$ cat config.mk
export PLATFORM = sky130hd
export DESIGN_NAME = rf_wb_arbiter
export DESIGN_NICKNAME = d
export VERILOG_FILES = /design/src/rtl/rf_wb_arbiter.sv
export SDC_FILE = /design/constraint.sdc
export NUM_CORES = 1
export LEC_CHECK = 0
export CAP_MARGIN = 20
export CORE_MARGIN = 2
export CORE_UTILIZATION = 42
export CTS_BUF_LIST = sky130_fd_sc_hd__clkbuf_2 sky130_fd_sc_hd__clkbuf_4 sky130_fd_sc_hd__clkbuf_8
export DETAILED_ROUTE_END_ITERATION = 10
export DONT_BUFFER_PORTS = 1
export PLACE_DENSITY = 0.59
export SYNTH_ARGS = -nofsm -noshare
export SYNTH_HDL_FRONTEND = slang
export SYNTH_SLANG_ARGS = --single-unit
$ cat constraint.sdc
create_clock -name clk -period 5.72 [get_ports clk]
set_input_delay 1.144 -clock clk [delete_from_list [all_inputs] [get_ports clk]]
set_output_delay 1.144 -clock clk [all_outputs]
set_load 0.05 [all_outputs]
$ cat src/rtl/rf_wb_arbiter.sv
// ---------------------------------------------------------------------------
// rf_wb_arbiter
//   Write-side front end of the integer register file. Merges single-cycle
//   EX results and long-latency (load/divide) results into the single write
//   port. Long-latency results that lose to EX are buffered in a small FIFO.
//   A busy scoreboard reports in-flight long-latency destinations to ID.
//
// Handshake: the lg_* channel is valid/ready. A transfer happens in any cycle
//   with lg_valid && lg_ready. The producer holds lg_rd/lg_wdata stable while
//   lg_valid is high and ready is low. EX has no backpressure.
//
// Ports:
//   clk, rst              clock, synchronous active-high reset
//   ex_wen/ex_rd/ex_wdata EX result (priority source)
//   lg_valid/lg_ready/lg_rd/lg_wdata  long-latency result channel
//   iss_valid/iss_rd      long-latency issue (sets scoreboard bit)
//   rs1_raddr/rs2_raddr   ID source addresses
//   rs1_busy/rs2_busy     registered scoreboard lookups
//   stall_req             FIFO starved by EX for STARVE_MAX cycles
//   wen/rd_waddr/rd_wdata register file write port
//   dbg_count/dbg_starve  FIFO occupancy and starve counter for checkers
//
// Optional: define WB_STATS_EN to add stat_ex_wr, stat_lg_wr, stat_conflict
//   32-bit wrapping event counters.
// ---------------------------------------------------------------------------
`ifndef RegBus
`define RegBus 31:0
`endif
`ifndef RegAddrBus
`define RegAddrBus 4:0
`endif

module rf_wb_arbiter #(
  parameter int FIFO_DEPTH = 2,
  parameter int STARVE_MAX = 4
) (
  input  logic               clk,
  input  logic               rst,
  input  logic               ex_wen,
  input  logic [`RegAddrBus] ex_rd,
  input  logic [`RegBus]     ex_wdata,
  input  logic               lg_valid,
  output logic               lg_ready,
  input  logic [`RegAddrBus] lg_rd,
  input  logic [`RegBus]     lg_wdata,
  input  logic               iss_valid,
  input  logic [`RegAddrBus] iss_rd,
  input  logic [`RegAddrBus] rs1_raddr,
  input  logic [`RegAddrBus] rs2_raddr,
  output logic               rs1_busy,
  output logic               rs2_busy,
  output logic               stall_req,
  output logic               wen,
  output logic [`RegAddrBus] rd_waddr,
  output logic [`RegBus]     rd_wdata,
  output logic [$clog2(FIFO_DEPTH):0]   dbg_count,
  output logic [$clog2(STARVE_MAX+1)-1:0] dbg_starve
`ifdef WB_STATS_EN
  ,
  output logic [31:0]        stat_ex_wr,
  output logic [31:0]        stat_lg_wr,
  output logic [31:0]        stat_conflict
`endif
);

  localparam int AW = $clog2(FIFO_DEPTH);
  localparam int SW = $clog2(STARVE_MAX + 1);
  localparam logic [AW:0]   DEPTH_C = (AW+1)'(FIFO_DEPTH);
  localparam logic [SW-1:0] SMAX_C  = SW'(STARVE_MAX);

  logic [4:0]    r_mem_rd   [FIFO_DEPTH];
  logic [31:0]   r_mem_data [FIFO_DEPTH];
  logic [AW-1:0] r_wptr, r_rptr;
  logic [AW:0]   r_count;
  logic [31:0]   r_sb;
  logic [SW-1:0] r_starve;

  logic          w_ex_sel, w_empty, w_full, w_pop, w_bypass, w_push;
  logic [4:0]    w_head_rd;
  logic [31:0]   w_head_data;
  logic [31:0]   w_sb_next;
  logic          w_clr;
  logic [4:0]    w_clr_rd;

  assign w_head_rd   = r_mem_rd[r_rptr];
  assign w_head_data = r_mem_data[r_rptr];
  assign w_empty     = (r_count == '0);
  assign w_full      = (r_count == DEPTH_C);

  // An EX write to x0 is treated as idle so a waiting long result can go.
  assign w_ex_sel = ex_wen && (ex_rd != 5'd0);
  assign w_pop    = !rst && !w_ex_sel && !w_empty;
  assign w_bypass = !rst && !w_ex_sel && w_empty && lg_valid;
  assign lg_ready = !rst && (!w_full || w_pop);
  assign w_push   = lg_valid && lg_ready && !w_bypass;

  // Write port mux; rd=0 entries are consumed but never written.
  always_comb begin
    wen      = 1'b0;
    rd_waddr = 5'd0;
    rd_wdata = 32'd0;
    if (!rst) begin
      if (w_ex_sel) begin
        wen      = 1'b1;
        rd_waddr = ex_rd;
        rd_wdata = ex_wdata;
      end else if (w_pop) begin
        wen      = (w_head_rd != 5'd0);
        rd_waddr = w_head_rd;
        rd_wdata = w_head_data;
      end else if (w_bypass) begin
        wen      = (lg_rd != 5'd0);
        rd_waddr = lg_rd;
        rd_wdata = lg_wdata;
      end
    end
  end

  // Scoreboard next state: clear first so a same-cycle set wins.
  always_comb begin
    w_clr    = w_pop || w_bypass;
    w_clr_rd = w_pop ? w_head_rd : lg_rd;
    w_sb_next = r_sb;
    if (w_clr) w_sb_next[w_clr_rd] = 1'b0;
    if (iss_valid && (iss_rd != 5'd0)) w_sb_next[iss_rd] = 1'b1;
    w_sb_next[0] = 1'b0;
  end

  always_ff @(posedge clk) begin
    if (rst) begin
      r_wptr   <= '0;
      r_rptr   <= '0;
      r_count  <= '0;
      r_sb     <= '0;
      r_starve <= '0;
    end else begin
      if (w_push) begin
        r_mem_rd[r_wptr]   <= lg_rd;
        r_mem_data[r_wptr] <= lg_wdata;
        r_wptr             <= r_wptr + 1'b1;
      end
      if (w_pop) r_rptr <= r_rptr + 1'b1;
      if (w_push && !w_pop)      r_count <= r_count + 1'b1;
      else if (w_pop && !w_push) r_count <= r_count - 1'b1;
      r_sb <= w_sb_next;
      // Non-empty and no pop means EX took the port this cycle.
      if (w_empty || w_pop)      r_starve <= '0;
      else if (r_starve != SMAX_C) r_starve <= r_starve + 1'b1;
    end
  end

  assign rs1_busy   = !rst && r_sb[rs1_raddr];
  assign rs2_busy   = !rst && r_sb[rs2_raddr];
  assign stall_req  = !rst && (r_starve == SMAX_C);
  assign dbg_count  = r_count;
  assign dbg_starve = r_starve;

`ifdef WB_STATS_EN
  logic w_lg_wr;
  assign w_lg_wr = wen && !w_ex_sel;

  always_ff @(posedge clk) begin
    if (rst) begin
      stat_ex_wr    <= '0;
      stat_lg_wr    <= '0;
      stat_conflict <= '0;
    end else begin
      if (w_ex_sel) stat_ex_wr <= stat_ex_wr + 32'd1;
      if (w_lg_wr)  stat_lg_wr <= stat_lg_wr + 32'd1;
      if (w_ex_sel && (!w_empty || lg_valid))
        stat_conflict <= stat_conflict + 32'd1;
    end
  end
`endif

endmodule

==> impl_metrics.json, run 1 <==
{
  "met1Wirelength_um": 6760,
  "gp_congestion": 0.809,
  "skew_ns": 0.0147,
  "p_per_area_nw_per_um2": 279,
  "clk_path_buf_depth": 2,
  "die_h_um": 128,
  "async_flop_share_pct": 0,
  "ir_worst_vdd_mv": 0.160,
  "power.internal_mw": 1.37,
  "clkLatencyLatePin_ns": 0.44,
  "final_layout_size_suffix_gt1_share_pct": 24.2,
  "synth.area.top_cells": "edfxtp_1, dfxtp_1, mux2_2",
  "post_cts_resized": 0,
  "worst_ep_arrival_time_ns": 3.11,
  "avgSynthCellArea_um2": 11.5,
  "holdCritPathClass": "reg -> reg",
  "dp.final_hpwl_um": 10600,
  "switching_share_pct": 31.4,
  "ios": 141,
  "end_kind": "output port",
  "rsz0062_at_grt": "no",
  "core_um2": 15100,
  "drcViolationCount": 0,
  "p_switching_mw": 0.628,
  "synth_ff_type": "edfxtp_1",
  "holdPathStages": 2,
  "row_count": 45,
  "yosysTopAreaCell": "edfxtp_1",
  "final_nets": 670,
  "fin_crit_sh_pct": 74.4,
  "tightest_slew_ns": 1.11,
  "wl_met2_um": 7850,
  "cts_setup_buffers": 0,
  "synthesis.area_um2": 6470,
  "die_x_um": 128,
  "synth_most_common_cell": "edfxtp_1",
  "vias": 4875,
  "avgRoutedWirePerCell_um": 21.0,
  "ys_ff_latch": 113,
  "start_util_pct": 42.8,
  "synth_edf_count": 74,
  "yosysSeqAreaShare_pct": 46.4,
  "grt_pass1_vias": 4836,
  "die-area_um2": 16400,
  "p_leak_nw": 2.34,
  "hold_violations": 0,
  "cp_max_fo": 25,
  "grt_pass1_wl_um": 25100,
  "cts.clk_slew.worst_paths_ns": 0.07,
  "drtIter0Drc": 275,
  "worstSetupPathType": "in -> out",
  "dr.pass1.iters": 5,
  "port_buffers": 0,
  "cp-start-kind": "input port",
  "grt_max_degree": 75,
  "synthCells": 564,
  "seqPwrFrac_pct": 46.4,
  "antenna_found_initial": 0,
  "grtUsageTotal_pct": 19.8,
  "viasPerCell": 6.30,
  "cts_buffers": 17,
  "synth_top_area_share_pct": 34.3,
  "pwr-share-comb_pct": 18.6,
  "yosys_warnings": 0,
  "max_freq_ghz": 0.235,
  "cts_hold_buf": 0,
  "finalSetupViolCount": 0,
  "antenna_left": 0,
  "placedCellCount": 741,
  "slew_violations": 0,
  "area_growth_pct": 10.7,
  "synth_cell_types": 68,
  "dr_wl_met3_um": 1320,
  "crit_chain": "or3_1 > o21ai_4 > nor2_1 > nor3_2",
  "cp_data_required_time_ns": 4.58,
  "route.top_layer_used": "met4",
  "h-tree-depth": 4,
  "cap_viol_max_count": 0,
  "pwr-share-clk_pct": 35.0,
  "cts_tree": "yes",
  "cpPeakStageDelay_ns": 0.74,
  "instances_no_fill": 774,
  "cts_root_buffer": "clkbuf_8",
  "fin_tns_setup_ns": 0,
  "hold_ws_ns": 0.492,
  "slew_headroom_pct": 25.5,
  "clock_sinks": 113,
  "synth_fp_nets": 661,
  "min_period_ns": 4.26,
  "status": "completed",
  "n_antenna_cell": 0,
  "drt-total-wl_um": 16300,
  "overflow": 0,
  "synth.cells.most_frequent": "edfxtp_1, nor2_1, nor3_1",
  "rr_worst_depth": 5,
  "crit_slowest_cell": "nor3_2"
}
-- routing by layer --
| metal | vias up | global-route usage, % |
|---|---|---|
| met5 | - | 0 |
| met4 | 0 | 7.69 |
| met3 | 23 | 6.72 |
| met2 | 220 | 32.9 |
| met1 | 2379 | 23.9 |
| li1 | 2253 | - |
-- layout by cell type, fill, tap and decap left out, types with 12 or more instances in the layout --
cell,Yosys,routed
a21oi_1,28,28
a311oi_1,24,24
edfxtp_1,74,74
clkbuf_8,0,17
mux2_2,38,38
mux4_1,14,14
a221oi_1,33,33
nand2_1,40,40
dfxtp_1,39,38
buf_4,8,39
nor2_1,51,51
mux2i_1,12,12
nor3_1,41,39
o21ai_0,17,17
-- area by class of cell --
cell class	instances	area, µm²
repair buffers	41	309
well taps	188	235
inverters	5	23.8
multi-input cells	395	3230
clock inverters	15	134
clock buffers	17	234
flip-flops and latches	113	3000
fillers	1405	7980
-- final timing paths --
path | start | to | slack (ns)
worst min-delay path | r_wptr | r_wptr | 0.49
worst max-delay path | ex_rd[3] | rd_wdata[8] | 1.46
worst min register to register | r_wptr | r_wptr | 0.49
worst max register to register | dbg_count[1] | r_sb[19] | 2.73
-- flip-flops by register name, summed over array words and instances (netlist names), named ones only --
register and count:
r_rptr 1, r_wptr 1, dbg_count 2, dbg_starve 3
r_mem_data 64, r_sb 31, r_mem_rd 10
-- worst max-delay path, delay by kind of cell --
family          cells  cell delay, ns
compound gates      1            0.64
simple gates        3            1.32
-- power groups by stage --
stage	Combinational (mW)	Sequential [mW]	Clock [mW]
floorplan	0.321	0.934	0
global placement	0.370	0.945	0
detailed placement	0.374	0.947	0
CTS	0.375	0.929	0.717
global route	0.398	0.931	0.752
finish	0.373	0.929	0.700
-- logic make-up (layout without fill, tap and decap cells) --
family                   after synthesis  after routing  synth area share (%)
AO/OA/AOI/OAI                        135            135                  16.4
XOR/XNOR                               4              4                 0.541
adder cells (fa/ha/maj)                3              3                 0.580
buffers and inverters                 56             78                  4.41
flip-flops                           113            113                  46.4
multiplexers                          74             74                  17.5
AND/OR/NAND/NOR                      179            179                  14.2
-- stage by stage --
| stage | total power, mW | setup WS, ns | utilization (%) | area [µm²] |
|---|---|---|---|---|
| after floorplan | 1.26 | 1.41 | - | 6470 |
| after global placement | 1.32 | 1.55 | 44.8 | 6780 |
| after detailed placement | 1.32 | 1.42 | 44.9 | 6790 |
| after CTS | 2.02 | 1.42 | 47.3 | 7160 |
| after global routing | 2.08 | 1.38 | 47.3 | 7170 |
| final | 2.00 | 1.46 | 47.3 | 7170 |
(Power assumes the default switching activity.)
==> run 2, diff against run 1 <==
--- a/config.mk
+++ b/config.mk
@@ -11,7 +11,7 @@
 export CTS_BUF_LIST = sky130_fd_sc_hd__clkbuf_2 sky130_fd_sc_hd__clkbuf_4 sky130_fd_sc_hd__clkbuf_8
 export DETAILED_ROUTE_END_ITERATION = 10
 export DONT_BUFFER_PORTS = 1
-export PLACE_DENSITY = 0.59
+export PLACE_DENSITY = 0.62
 export SYNTH_ARGS = -nofsm -noshare
 export SYNTH_HDL_FRONTEND = slang
 export SYNTH_SLANG_ARGS = --single-unit
==> constraint.sdc (replaced) <==
create_clock -name clk -period 3.42 [get_ports clk]
set_input_delay 0.684 -clock clk [delete_from_list [all_inputs] [get_ports clk]]
set_output_delay 0.684 -clock clk [all_outputs]
set_load 0.05 [all_outputs]
==> run 2 against run 1 <==
  * Power up 72%
  * Register-to-register slack worse by 2.0 ns
  * Clock skew down 0.0019 ns
  * Design area up 3.0%
  * Global-route usage up 0.51 points
  * Hold slack worse by 0.16 ns
  * Clock-buffer cell count up 5
==> impl_metrics.json, run 2 (synthesis results as in run 1) <==
{
  "rsz0062_at_grt": "no",
  "ir_worst_vdd_mv": 0.316,
  "vias": 4885,
  "tightest_slew_ns": 1.03,
  "clk_path_buf_depth": 2,
  "reg_top3": "r_mem_data (64), r_sb (31), r_mem_rd (10)",
  "pwr-share-clk_pct": 35.6,
  "antenna_left": 0,
  "clkLatencyLatePin_ns": 0.43,
  "core_um2": 15100,
  "min_period_ns": 3.04,
  "drcViolationCount": 0,
  "cp-start-kind": "register",
  "fin_tns_setup_ns": 0,
  "start_util_pct": 42.8,
  "slew_violations": 0,
  "placedCellCount": 757,
  "final_layout_size_suffix_gt1_share_pct": 26.3,
  "cp_max_fo": 24,
  "hold_violations": 0,
  "antenna_found_initial": 0,
  "max_freq_ghz": 0.328,
  "cts_buffers": 17,
  "cp_data_required_time_ns": 2.74,
  "gp_congestion": 0.880,
  "cap_viol_max_count": 0,
  "place_ws_ns": 0.543,
  "drt-total-wl_um": 16300,
  "critPathTopFamily": "flip-flops",
  "largest_reg_flops": 64,
  "area_growth_pct": 14.0,
  "finalSetupViolCount": 0,
  "row_count": 45,
  "port_buffers": 0,
  "grtUsageTotal_pct": 20.3,
  "p_total_mw": 3.45,
  "fill_cells": 1337,
  "cts_setup_buffers": 0,
  "final_nets": 685,
  "final_common_cell": "edfxtp_1",
  "worst_ep_arrival_time_ns": 2.36,
  "fin_crit_sh_pct": 89.0,
  "holdCritPathClass": "in -> reg",
  "h-tree-depth": 4,
  "final.setup.worst_slack_ns": 0.375,
  "ios": 141,
  "grt_pass1_wl_um": 25800,
  "placed_area_um2": 6990,
  "cts.clk_slew.worst_paths_ns": 0.06,
  "drtIter0Drc": 308,
  "overflow": 0,
  "fin_area_um2": 7380,
  "dr.pass1.iters": 4,
  "switching_share_pct": 28.9,
  "grt_max_degree": 75,
  "crit_slowest_cell": "dfxtp_2",
  "die_h_um": 128,
  "regMostFlops": "r_mem_data",
  "cts_hold_buf": 0,
  "n_antenna_cell": 0,
  "power.internal_mw": 2.45,
  "crit_buf_inv": 1,
  "layout_common_cells": "edfxtp_1, nor2_1, buf_4, nor3_1, nand2_1",
  "p_per_area_nw_per_um2": 467,
  "p_leak_nw": 2.46,
  "cts_root_buffer": "clkbuf_8",
  "grt_pass1_vias": 4935,
  "p_switching_mw": 0.999,
  "cts_tree": "yes",
  "end_kind": "output port",
  "hold_ws_ns": 0.334,
  "avgRoutedWirePerCell_um": 20.6,
  "slew_headroom_pct": 31.1,
  "die_x_um": 128,
  "post-route-util_pct": 48.8,
  "instances_no_fill": 789,
  "die-area_um2": 16400,
  "cpPeakStageDelay_ns": 0.69,
  "crit_chain": "mux2_4 > a22oi_1 > nor3_2 > a31o_2 > buf_12",
  "worstSetupPathType": "reg -> out",
  "post_cts_resized": 0,
  "status": "completed",
  "viasPerCell": 6.19,
  "pwr-share-comb_pct": 19.7,
  "seqPwrFrac_pct": 44.7,
  "dp.final_hpwl_um": 11000,
  "clock_sinks": 113,
  "skew_ns": 0.0128
}
[run 2: cell types whose count changed in the layout (fill, tap and decap cells not counted), sizes merged]
cell | previous run | this run
buf | 40 | 56
bufinv | 1 | 2
clkbuf | 18 | 22
clkinv | 6 | 4
inv | 9 | 5
[run 2: power groups by stage]
stage          combinational [mW]  sequential, mW  clock (mW)
5_1_grt                     0.723            1.55        1.31
3_3_place_gp                0.677            1.57           0
2_1_floorplan               0.537            1.56           0
3_5_place_dp                0.682            1.57           0
4_1_cts                     0.684            1.54        1.26
6_report                    0.680            1.54        1.23
[run 2: final cells by class]
| cell class | instances | area (µm²) | area share [%] |
|---|---|---|---|
| clock buffer | 22 | 278 | 3.76 |
| multi-input combinational | 395 | 3220 | 43.6 |
| clock inverter | 10 | 114 | 1.54 |
| sequential | 113 | 3000 | 40.7 |
| timing repair buffer | 56 | 508 | 6.88 |
| inverter | 5 | 23.8 | 0.322 |
| tap | 188 | 235 | 3.19 |
[run 2: worst paths after layout]
path                start          end  depth (start not counted)  slack, ns
max reg2reg  dbg_count[1]     r_sb[31]                          5       0.71
min                   rst       r_wptr                          1       0.33
max              register  rd_waddr[1]                          5       0.38
min reg2reg        r_wptr       r_wptr                          2       0.49
[run 2: worst reg2reg max path: cells and delay by family (launching register included)]
kind	cells	cell delay, ns
AOI/OAI and AO/OA	3	1.51
buffers and inverters	1	0.26
and+or+nand+nor	1	0.16
DFF	1	0.60
[run 2: layer usage]
metal,wire length [µm],global-route usage (%)
met2,7800,33.6
met5,0,0
met4,224,6.08
met1,6890,25.3
met3,1340,7.05
